[config.mk]
export PLATFORM = sky130hd
export DESIGN_NAME = pulse_width_meter
export DESIGN_NICKNAME = d
export VERILOG_FILES = /design/src/rtl/pulse_width_meter_pkg.sv /design/src/rtl/sync_2ff.sv /design/src/rtl/pulse_width_meter.sv
export SDC_FILE = /design/constraint.sdc
export NUM_CORES = 1
export LEC_CHECK = 0
export BUFFER_PORTS_ARGS = -buffer_cell sky130_fd_sc_hd__buf_2
export CAP_MARGIN = 15
export CORE_UTILIZATION = 61
export CTS_CLUSTER_SIZE = 16
export DETAILED_ROUTE_END_ITERATION = 6
export GPL_TIMING_DRIVEN = 0
export PLACE_DENSITY = 0.86
export SLEW_MARGIN = 25
export SYNTH_ARGS = -nofsm -noshare
export SYNTH_HDL_FRONTEND = slang
export SYNTH_HIERARCHICAL = 1
export SYNTH_SLANG_ARGS = --single-unit
[constraint.sdc]
create_clock -name i_clk -period 3.6 [get_ports i_clk]
set_clock_uncertainty 0.2 [all_clocks]
set_input_delay 0.54 -clock i_clk [delete_from_list [all_inputs] [get_ports i_clk]]
set_output_delay 0.54 -clock i_clk [all_outputs]
set_load 0.02 [all_outputs]
[src/rtl/pulse_width_meter_pkg.sv]
// Shared definitions for pulse_width_meter: FSM state encoding and counter saturation helper.
package pulse_width_meter_pkg;

    typedef enum logic [1:0] {
        IDLE  = 2'd0,
        ARMED = 2'd1,
        HIGH  = 2'd2,
        LOW   = 2'd3
    } state_e;

    localparam int WIDTH_DEFAULT = 16;

    // All-ones value for a counter of the given width (valid up to 32 bits).
    function automatic logic [31:0] sat_max(input int width);
        return (32'd1 << width) - 32'd1;
    endfunction

endpackage

[src/rtl/sync_2ff.sv]
// Two-flop synchronizer for a single asynchronous bit; both stages clear on synchronous reset.
module sync_2ff (
    input  logic i_clk,
    input  logic i_reset,
    input  logic i_d,
    output logic o_q
);

    logic [1:0] sync_q;
    logic [1:0] sync_d;

    always_comb begin
        sync_d = {sync_q[0], i_d};
    end

    always_ff @(posedge i_clk) begin
        if (i_reset) begin
            sync_q <= 2'b00;
        end else begin
            sync_q <= sync_d;
        end
    end

    assign o_q = sync_q[1];

endmodule

[src/rtl/pulse_width_meter.sv]
// Measures each high phase and the following low phase of i_data, emitting one record per period.
// Define PULSE_WIDTH_METER_SYNC_EN to pass i_data through a 2-flop synchronizer first.
module pulse_width_meter
    import pulse_width_meter_pkg::*;
#(
    parameter int WIDTH = WIDTH_DEFAULT
) (
    input  logic             i_clk,
    input  logic             i_reset,
    input  logic             i_data,
    input  logic             i_ready,
    output logic             o_valid,
    output logic [WIDTH-1:0] o_high_count,
    output logic [WIDTH-1:0] o_low_count,
    output logic             o_overflow,
    output logic             o_dropped
);

    localparam logic [WIDTH-1:0] SAT_MAX = WIDTH'(sat_max(WIDTH));
    localparam logic [WIDTH-1:0] ONE     = WIDTH'(1);

    logic sample;

`ifdef PULSE_WIDTH_METER_SYNC_EN
    sync_2ff u_sync (
        .i_clk   (i_clk),
        .i_reset (i_reset),
        .i_d     (i_data),
        .o_q     (sample)
    );
`else
    assign sample = i_data;
`endif

    state_e           state_q, state_d;
    logic [WIDTH-1:0] hcnt_q, hcnt_d;
    logic [WIDTH-1:0] lcnt_q, lcnt_d;
    logic             ovf_q, ovf_d;
    logic             valid_q, valid_d;
    logic [WIDTH-1:0] rec_high_q, rec_high_d;
    logic [WIDTH-1:0] rec_low_q, rec_low_d;
    logic             rec_ovf_q, rec_ovf_d;
    logic             dropped_q, dropped_d;
    logic             complete;

    always_comb begin
        state_d  = state_q;
        hcnt_d   = hcnt_q;
        lcnt_d   = lcnt_q;
        ovf_d    = ovf_q;
        complete = 1'b0;
        case (state_q)
            IDLE: begin
                // A phase already high at reset release is never measured.
                if (!sample) state_d = ARMED;
            end
            ARMED: begin
                if (sample) begin
                    state_d = HIGH;
                    hcnt_d  = ONE;
                    ovf_d   = 1'b0;
                end
            end
            HIGH: begin
                if (sample) begin
                    if (hcnt_q == SAT_MAX) ovf_d = 1'b1;
                    else                   hcnt_d = hcnt_q + ONE;
                end else begin
                    state_d = LOW;
                    lcnt_d  = ONE;
                end
            end
            LOW: begin
                if (!sample) begin
                    if (lcnt_q == SAT_MAX) ovf_d = 1'b1;
                    else                   lcnt_d = lcnt_q + ONE;
                end else begin
                    complete = 1'b1;
                    state_d  = HIGH;
                    hcnt_d   = ONE;
                    ovf_d    = 1'b0;
                end
            end
            default: state_d = IDLE;
        endcase
    end

    // Handshake: a record transfers on any edge where o_valid and i_ready are both 1.
    // A completion may reuse the slot on that same edge; otherwise it is dropped while the slot is held.
    always_comb begin
        valid_d    = valid_q && !i_ready;
        rec_high_d = rec_high_q;
        rec_low_d  = rec_low_q;
        rec_ovf_d  = rec_ovf_q;
        dropped_d  = dropped_q;
        if (complete) begin
            if (!valid_q || i_ready) begin
                valid_d    = 1'b1;
                rec_high_d = hcnt_q;
                rec_low_d  = lcnt_q;
                rec_ovf_d  = ovf_q;
            end else begin
                dropped_d = 1'b1;
            end
        end
    end

    always_ff @(posedge i_clk) begin
        if (i_reset) begin
            state_q    <= IDLE;
            hcnt_q     <= '0;
            lcnt_q     <= '0;
            ovf_q      <= 1'b0;
            valid_q    <= 1'b0;
            rec_high_q <= '0;
            rec_low_q  <= '0;
            rec_ovf_q  <= 1'b0;
            dropped_q  <= 1'b0;
        end else begin
            state_q    <= state_d;
            hcnt_q     <= hcnt_d;
            lcnt_q     <= lcnt_d;
            ovf_q      <= ovf_d;
            valid_q    <= valid_d;
            rec_high_q <= rec_high_d;
            rec_low_q  <= rec_low_d;
            rec_ovf_q  <= rec_ovf_d;
            dropped_q  <= dropped_d;
        end
    end

    assign o_valid      = valid_q;
    assign o_high_count = rec_high_q;
    assign o_low_count  = rec_low_q;
    assign o_overflow   = rec_ovf_q;
    assign o_dropped    = dropped_q;

endmodule

[Word-level counts from Yosys, hierarchy flattened]
Cells that the tools add are included.
Operators by class
  add/sub/neg operators: 2
  multipliers: 0
  div/mod/pow operators: 0
  $lt $le $gt $ge: 0
  equal/unequal tests: 15
  shift-type cells: 0
  mux-type cells: 22
  bitwise gates (word level): 1
  reductions and logical operators: 15
Operators by type and width (number)
  16-bit two-way mux: 6
  16-bit one-hot mux with 2 select lines: 2
  16-bit by 1-bit adder with 16-bit output (second input constant): 2
  16-bit == test (second input constant): 2
  2-bit inequality test (second input constant): 8
  1-bit two-way mux: 9
  4-bit AND reduction: 2
  2-bit two-way mux: 3
  2-bit one-hot mux with 3 select lines: 1
  5-bit AND reduction: 1
  2-bit == test (second input constant): 2
  2-bit AND reduction: 2
  2-bit nonzero test: 2
  3-bit inequality test (second input constant): 1
  1-bit one-hot mux with 3 select lines: 1
  3-bit AND reduction: 1
  3-bit nonzero test: 1
  2-bit by 1-bit == test with 1-bit output (second input constant): 1
  1-bit logical NOT: 2
  2-bit logical NOT: 1
  2-bit by 1-bit inequality test with 1-bit output (second input constant): 1
  2-bit OR reduction: 1
  1-bit logical AND: 1
  1-bit logical OR: 1
  1-bit inverter: 1
Storage, ports and cells
  flip-flop bits (word level): 70
  latch bits: 0
  bits in writable memories: 0
  memory bits (read-only): 0
  input bits: 4
  output and inout port bits: 35
  word-level logic and storage cells: 64
  memories kept: 0

[Longest topological paths before layout]
Gate-level depths: netlist of the first run.
  depth in word-level cells: 4
  depth in mapped cells: 7
  mapped depth without buffers: 5

[Least setup slack after synthesis of the first run]
OpenSTA, ideal clock, no wires.
  path kind: input to register
  start: in i_data
  end: reg lcnt_q[14]
  arrival time: 1736 ps
  setup slack: 1593 ps
  cell stages on the path: 5
  buffers on the path: 1
  cells stage by stage: nand3b_1 > or3_1 > clkbuf_1 > or4_1 > a21oi_1
Between the ends
  longest elaborated chain between the ends: 2
  elaborated cells on any way between the ends: 3
  those cells by class: eq/ne (2); reduce/logical (1)
RTL lines
  start, declared: line pulse_width_meter.sv:10  | input logic i_data,
  2-bit inequality test (no line)
  4-bit AND reduction (no line) (*)
  end signal, assigned: line pulse_width_meter.sv:122  | lcnt_q <= lcnt_d;
  end, declared: line pulse_width_meter.sv:37  | logic [WIDTH-1:0] lcnt_q, lcnt_d;
Mark *: on every way between the ends. The rest lies on a longest branch, timed or not.
A chain may end at the register's enable or synchronous reset.

[Final worst setup path of the first run]
  start: reg hcnt_q[0]
  end: reg hcnt_q[1]
Between the ends
  longest elaborated chain between the ends: 4
  elaborated cells on any way between the ends: 7
  those cells by class: add/sub (1); eq/ne (2); mux (3); reduce/logical (1)
RTL lines
  start, declared: line pulse_width_meter.sv:36  | logic [WIDTH-1:0] hcnt_q, hcnt_d;
  start signal, assigned: line pulse_width_meter.sv:121  | hcnt_q <= hcnt_d;
  16-bit by 1-bit adder with 16-bit output: line pulse_width_meter.sv:67  | else hcnt_d = hcnt_q + ONE;
  16-bit two-way mux: line pulse_width_meter.sv:66  | if (hcnt_q == SAT_MAX) ovf_d = 1'b1;
  16-bit two-way mux: line pulse_width_meter.sv:65  | if (sample) begin
  16-bit one-hot mux with 2 select lines: line pulse_width_meter.sv:52  | case (state_q)
Parallel ways exist; a longest one is shown, timed or not. The select of a mux whose other input is x is not followed.

==> impl_metrics.ini, run 1 <==
[global_route]
grt_pass1_wl_um = 12300
gr-total-overflow = 0
antenna_found_initial = 0
grt_pass1_vias = 2613
grt_max_degree = 13
grt_use_total_pct = 30.0

[floorplan]
die_height_um = 73.1
initial_core_util_pct = 64.3
ios = 39
dieArea_um2 = 5340
fp-row-count = 25
core_area_um2 = 4790
dieWidth_um = 73.1

[routing]
routed_wl_um = 7560
first_iter_violations = 233
wl_per_cell_um = 15.1
drc = 0
via_count = 3059
vias_per_cell = 6.11
first_pass_iters = 6
ant_nets = 0

[worst_setup_path]
crit_path_end_kind = flip-flop
crit_required_ns = 3.66
slowest_delay_ns = 0.76
crit_buf_inv = 0
crit_fanout = 9
slowest_stage = nor4_2
critPathLaunchType = flip-flop
crit_chain = ha_1 -> nand3_1 -> nor4_2 -> o211ai_1 -> a21oi_1
critPathKind = flip-flop to flip-flop
cpLargestDelayFamily = simple AND/OR/NAND/NOR gates
r2r_setup_slack_ns = 1.22
worstPathArrival_ns = 2.44

[yosys]
synth_top_area_share_pct = 45.5
synth_flop_cell = dfxtp_1
synth-edff-count = 0
syn_nets = 387
ys_async_sr_fraction_pct = 0
synth_cell_types = 43
synthAdderAreaFrac_pct = 0.813
synth.area.mux_share_pct = 1.95
synth_seq_cells = 70
synth-simple-area-share_pct = 29.5
synth_xor_area_share_pct = 0
syn_avg_cell_area_um2 = 8.08
ys_seq_area_share_pct = 45.5
synth.area.top_cells = dfxtp_1, nand2_1, a21oi_1, or4_1, clkbuf_1
syn-cell-area_um2 = 3080
synth_top_cell_by_area = dfxtp_1
synth_top_family_by_area = simple AND/OR/NAND/NOR gates
yosysMostFrequentCell = nand2_1
ys_top_cells_by_count = nand2_1, dfxtp_1, a21oi_1
synth_compound_area_share_pct = 18.7
synth_warnings = 6
syn_inst = 381

[clock_tree]
cts_root_buffer = clkbuf_8
post_cts.repair.setup_buffers = 0
h-tree-depth = 3
cts_tree = done
clkSlewWorstSetupHoldPaths_ns = 0.08
hold_buffers = 0
numClockSinks = 70
cts_buffers = 9
post_cts_resized = 0
cts_buffer_depth = 2
worstSkewPairLatency_ns = 0.34

[place]
post-dp-hpwl_um = 5240
place.gp.congestion = 0.885
port_buffers = 37

[timing]
fin_crit_ns = 2.38
fmax_mhz = 420
fin_tns_setup_ns = 0
setup_viol = 0
final_max_slew_viol_count = 0
relSlewSlack_pct = 47.9
holdWs_ns = 0.252
rsz0062_at_grt = false
layout_worst_path_cycle_share_pct = 66.2
worstMarginPinSlew_ns = 0.775
hold_violations = 0

[hold_path]
hold_path.class = flip-flop to flip-flop

[power_and_ir_drop]
switching_share_pct = 21.8
clkPwrFrac_pct = 45.8
internal_power_mw = 1.20
p_comb_share_pct = 3.1
peakVddDrop_uv = 422
power.switching_uw = 333
seq_power_share_pct = 51.1
p_per_area_nw_per_um2 = 428
leakagePower_nw = 1.29

[layout]
fill_cells = 385
area_growth_pct = 16.0
fin_nets = 435
antenna-diode-count = 0
drive_above_1_share_pct = 14.5

[flow_run]
drv_cap = 0

[run_status]
status = complete, no violations
-- through the flow --
| step | cells | setup slack [ns] | util (%) | area [µm²] | power (mW) |
|---|---|---|---|---|---|
| 2_1_floorplan | 381 | 1.59 | - | 3080 | 0.830 |
| 3_3_place_gp | 485 | 1.22 | 70.0 | 3350 | 0.843 |
| 3_5_place_dp | 485 | 1.17 | 70.0 | 3350 | 0.845 |
| 4_1_cts | 501 | 1.30 | 74.6 | 3570 | 1.53 |
| 5_1_grt | 501 | 1.02 | 74.6 | 3570 | 1.57 |
| 6_report | 501 | 1.22 | 74.6 | 3570 | 1.53 |
-- power by group through the flow --
stage	combinational, mW	clock, mW	sequential, mW
3_5_place_dp	0.0460	0	0.799
4_1_cts	0.0462	0.701	0.781
2_1_floorplan	0.0322	0	0.798
5_1_grt	0.0522	0.736	0.781
3_3_place_gp	0.0446	0	0.799
6_report	0.0475	0.700	0.781
-- area by class of cell --
type                    count  area, µm²  area share [%]
plain buffers              24       93.8            2.63
clock buffers              10        138            3.85
clock inverters             6       85.1            2.38
inverters                   4       15.0           0.420
multi-input cells         283       1570            43.9
flip-flops and latches     70       1400            39.2
well taps                  67       83.8            2.35
repair buffers             37        185            5.19
-- cell usage in the layout, fill, tap and decap left out, types with 4 or more instances in the layout --
cell,netlist,routed
nand2_1,91,91
dfxtp_1,70,70
a21oi_1,55,55
buf_2,3,40
clkbuf_1,21,21
nand3_1,12,12
nor2_1,11,11
or4_1,11,11
o31ai_1,10,10
clkbuf_8,0,10
nor3_1,9,9
o21ai_0,8,8
nand4_1,7,7
nand2b_1,6,6
or3_1,6,6
mux2i_1,6,6
and4_1,4,4
inv_1,4,4
a31oi_1,4,4
o21a_1,4,4
-- worst register-to-register path: stages, from the launching register on --
cell	delay, ns
dfxtp_1	0.48
ha_1	0.26
nand3_1	0.21
nor4_2	0.76
o211ai_1	0.18
a21oi_1	0.21
-- per-layer routing --
metal	up-vias	share of wire [%]	GRT usage, %
li1	1468	-	-
met1	1447	46	41.0
met2	133	46	46.6
met3	11	6.7	5.39
met4	0	1.5	12.9
met5	-	0	0
-- cells by family (layout without fill, tap and decap cells) --
logic type / Yosys count / in the layout
multiplexers: 6 / 6
adder cells (fa/ha/maj): 2 / 2
flip-flops: 70 / 70
AND/OR/NAND/NOR: 180 / 180
buffers and inverters: 28 / 81
AO/OA/AOI/OAI: 95 / 95
-- state kept, by name (all words and copies together), names as in the netlist --
| name | cells |
|---|---|
| o_valid | 1 |
| o_overflow | 1 |
| o_low_count | 16 |
| o_dropped | 1 |
| state_q | 2 |
| ovf_q | 1 |
| hcnt_q | 16 |
| o_high_count | 16 |
| lcnt_q | 16 |
-- worst paths after layout --
check | start | depth (start not counted) | endpoint
setup / recovery | hcnt_q[0] | 5 | hcnt_q[1]
hold / removal | o_high_count[15] | 2 | o_high_count[15]
setup reg to reg | hcnt_q[0] | 5 | hcnt_q[1]
hold reg to reg | o_high_count[15] | 2 | o_high_count[15]
Power figures use the tool's default switching activity.
==> run 2: changes to the inputs <==
Settings changed: CORE_UTILIZATION 61 to 57, PLACE_DENSITY 0.86 to 0.82.
Clock period 3.6 ns to 2.2 ns, I/O delays scaled along.
==> run 2 against run 1 <==
  * Clock-buffer cell count grew 1
  * Combinational power grew 64%
  * Worst setup slack got worse by 1.1 ns
  * Largest power group unchanged
  * Core utilization shrank 3.9 points
  * Highest routed layer unchanged
  * First-iteration DRC count up 23%
==> impl_metrics.ini, run 2 (synthesis gave the netlist of run 1 again) <==
[clock_tree]
cts_buffer_depth = 2
clkSlewWorstSetupHoldPaths_ns = 0.08
cts_tree = done
cts_root_buffer = clkbuf_8
h-tree-depth = 3
numClockSinks = 70
cts_buffers = 9
post_cts.repair.setup_buffers = 0
worstSkewPairLatency_ns = 0.35

[place]
port_buffers = 37
place.gp.congestion = 0.855
dpl-instance-area_um2 = 3350
post-dp-hpwl_um = 5070
dp.cells = 488

[floorplan]
fp-row-count = 26
dieWidth_um = 75.5
die_height_um = 75.5
dieArea_um2 = 5700
core_area_um2 = 5140
ios = 39
initial_core_util_pct = 59.9

[timing]
fin_crit_ns = 2.12
worstMarginPinSlew_ns = 0.628
relSlewSlack_pct = 58.1
holdWs_ns = 0.119
final_max_slew_viol_count = 0
hold_violations = 0
fmax_mhz = 472
rsz0062_at_grt = false
setup_viol = 0
layout_worst_path_cycle_share_pct = 96.3

[worst_setup_path]
cpLargestDelayFamily = simple AND/OR/NAND/NOR gates
regToRegStartpoint = hcnt_q[5]
crit_chain = nand4_4 -> or4_4 -> or3_1 -> a21oi_1
worstPathArrival_ns = 2.19
startpoint = hcnt_q[5]
crit_buf_inv = 0
crit_path_end_kind = flip-flop
critPathLaunchType = flip-flop
crit_fanout = 9
slowest_stage = or4_4
critPathKind = flip-flop to flip-flop
crit_cells = 4
slowest_delay_ns = 0.59
rr_worst_depth = 4
crit_required_ns = 2.27

[global_route]
antenna_found_initial = 0
grt_pass1_vias = 2566
grt_pass1_wl_um = 11600
gr-total-overflow = 0
grt_max_degree = 13
grt_use_total_pct = 27.3

[hold_path]
holdCritStartpoint = i_ready
hold_depth = 3
hold_path.class = input port to flip-flop

[routing]
ant_nets = 0
drc = 0
wl_per_cell_um = 14.5
first_iter_violations = 286
first_pass_iters = 4
routed_wl_um = 7320
vias_per_cell = 5.95
via_count = 2991

[layout]
area_growth_pct = 18.0
fin_nets = 434
final_cell_mix = nand2_1, dfxtp_1, a21oi_1
final_common_cell = nand2_1
drive_above_1_share_pct = 17.8
fin_util_pct = 70.7
antenna-diode-count = 0
final_area_um2 = 3630
stdcell_count = 503

[flow_run]
drv_cap = 0

[power_and_ir_drop]
leakagePower_nw = 1.32
p_per_area_nw_per_um2 = 702
peakVddDrop_uv = 465

[run_status]
status = complete, no violations
## run 2: per-layer routing
metal / vias to the layer above / part of all wire (%) / GRT usage [%]
met5: - / 0 / 0
met4: 0 / 2.1 / 13.8
met3: 13 / 6.5 / 4.76
met2: 115 / 44 / 41.7
met1: 1395 / 47 / 37.3
li1: 1468 / - / -
## run 2: final cells by class
type	count	area, µm²
buffer	23	96.3
clock buffer	11	151
clock inverter	5	81.3
fill	425	1510
inverter	4	15.0
multi-input combinational	283	1610
sequential	70	1410
tap	70	87.6
timing repair buffer	37	185
## run 2: worst min-delay path: stages
cell and delay [ns]:
buf_2 0.09, nand2b_1 0.13, a21oi_1 0.06
## run 2: stage by stage
stage | total power [mW] | worst slack [ns] | TNS, ns
finish | 2.55 | 0.0803 | 0
global route | 2.61 | 0.00475 | 0
CTS | 2.55 | -0.0153 | -0.0192
detailed placement | 1.38 | -0.0360 | -0.134
global placement | 1.38 | 0.0210 | 0
floorplan | 1.36 | 0.213 | 0
## run 2: report_power, final
group	switching [mW]	total (mW)	internal (mW)
Combinational	0.0569	0.0779	0.0210
Sequential	0.00722	1.28	1.27
Clock	0.493	1.19	0.700
## run 2: final timing paths
check,endpoint,slack [ns]
worst max-delay path,hcnt_q[11],0.08
worst min-delay path,o_valid,0.12
worst max register to register,hcnt_q[11],0.08
worst min register to register,o_high_count[2],0.25
## run 2: timing repair
action                     4_1_cts  5_1_grt
gates resized for setup          3       17
setup endpoints to repair       11       44
hold buffers                     0        0
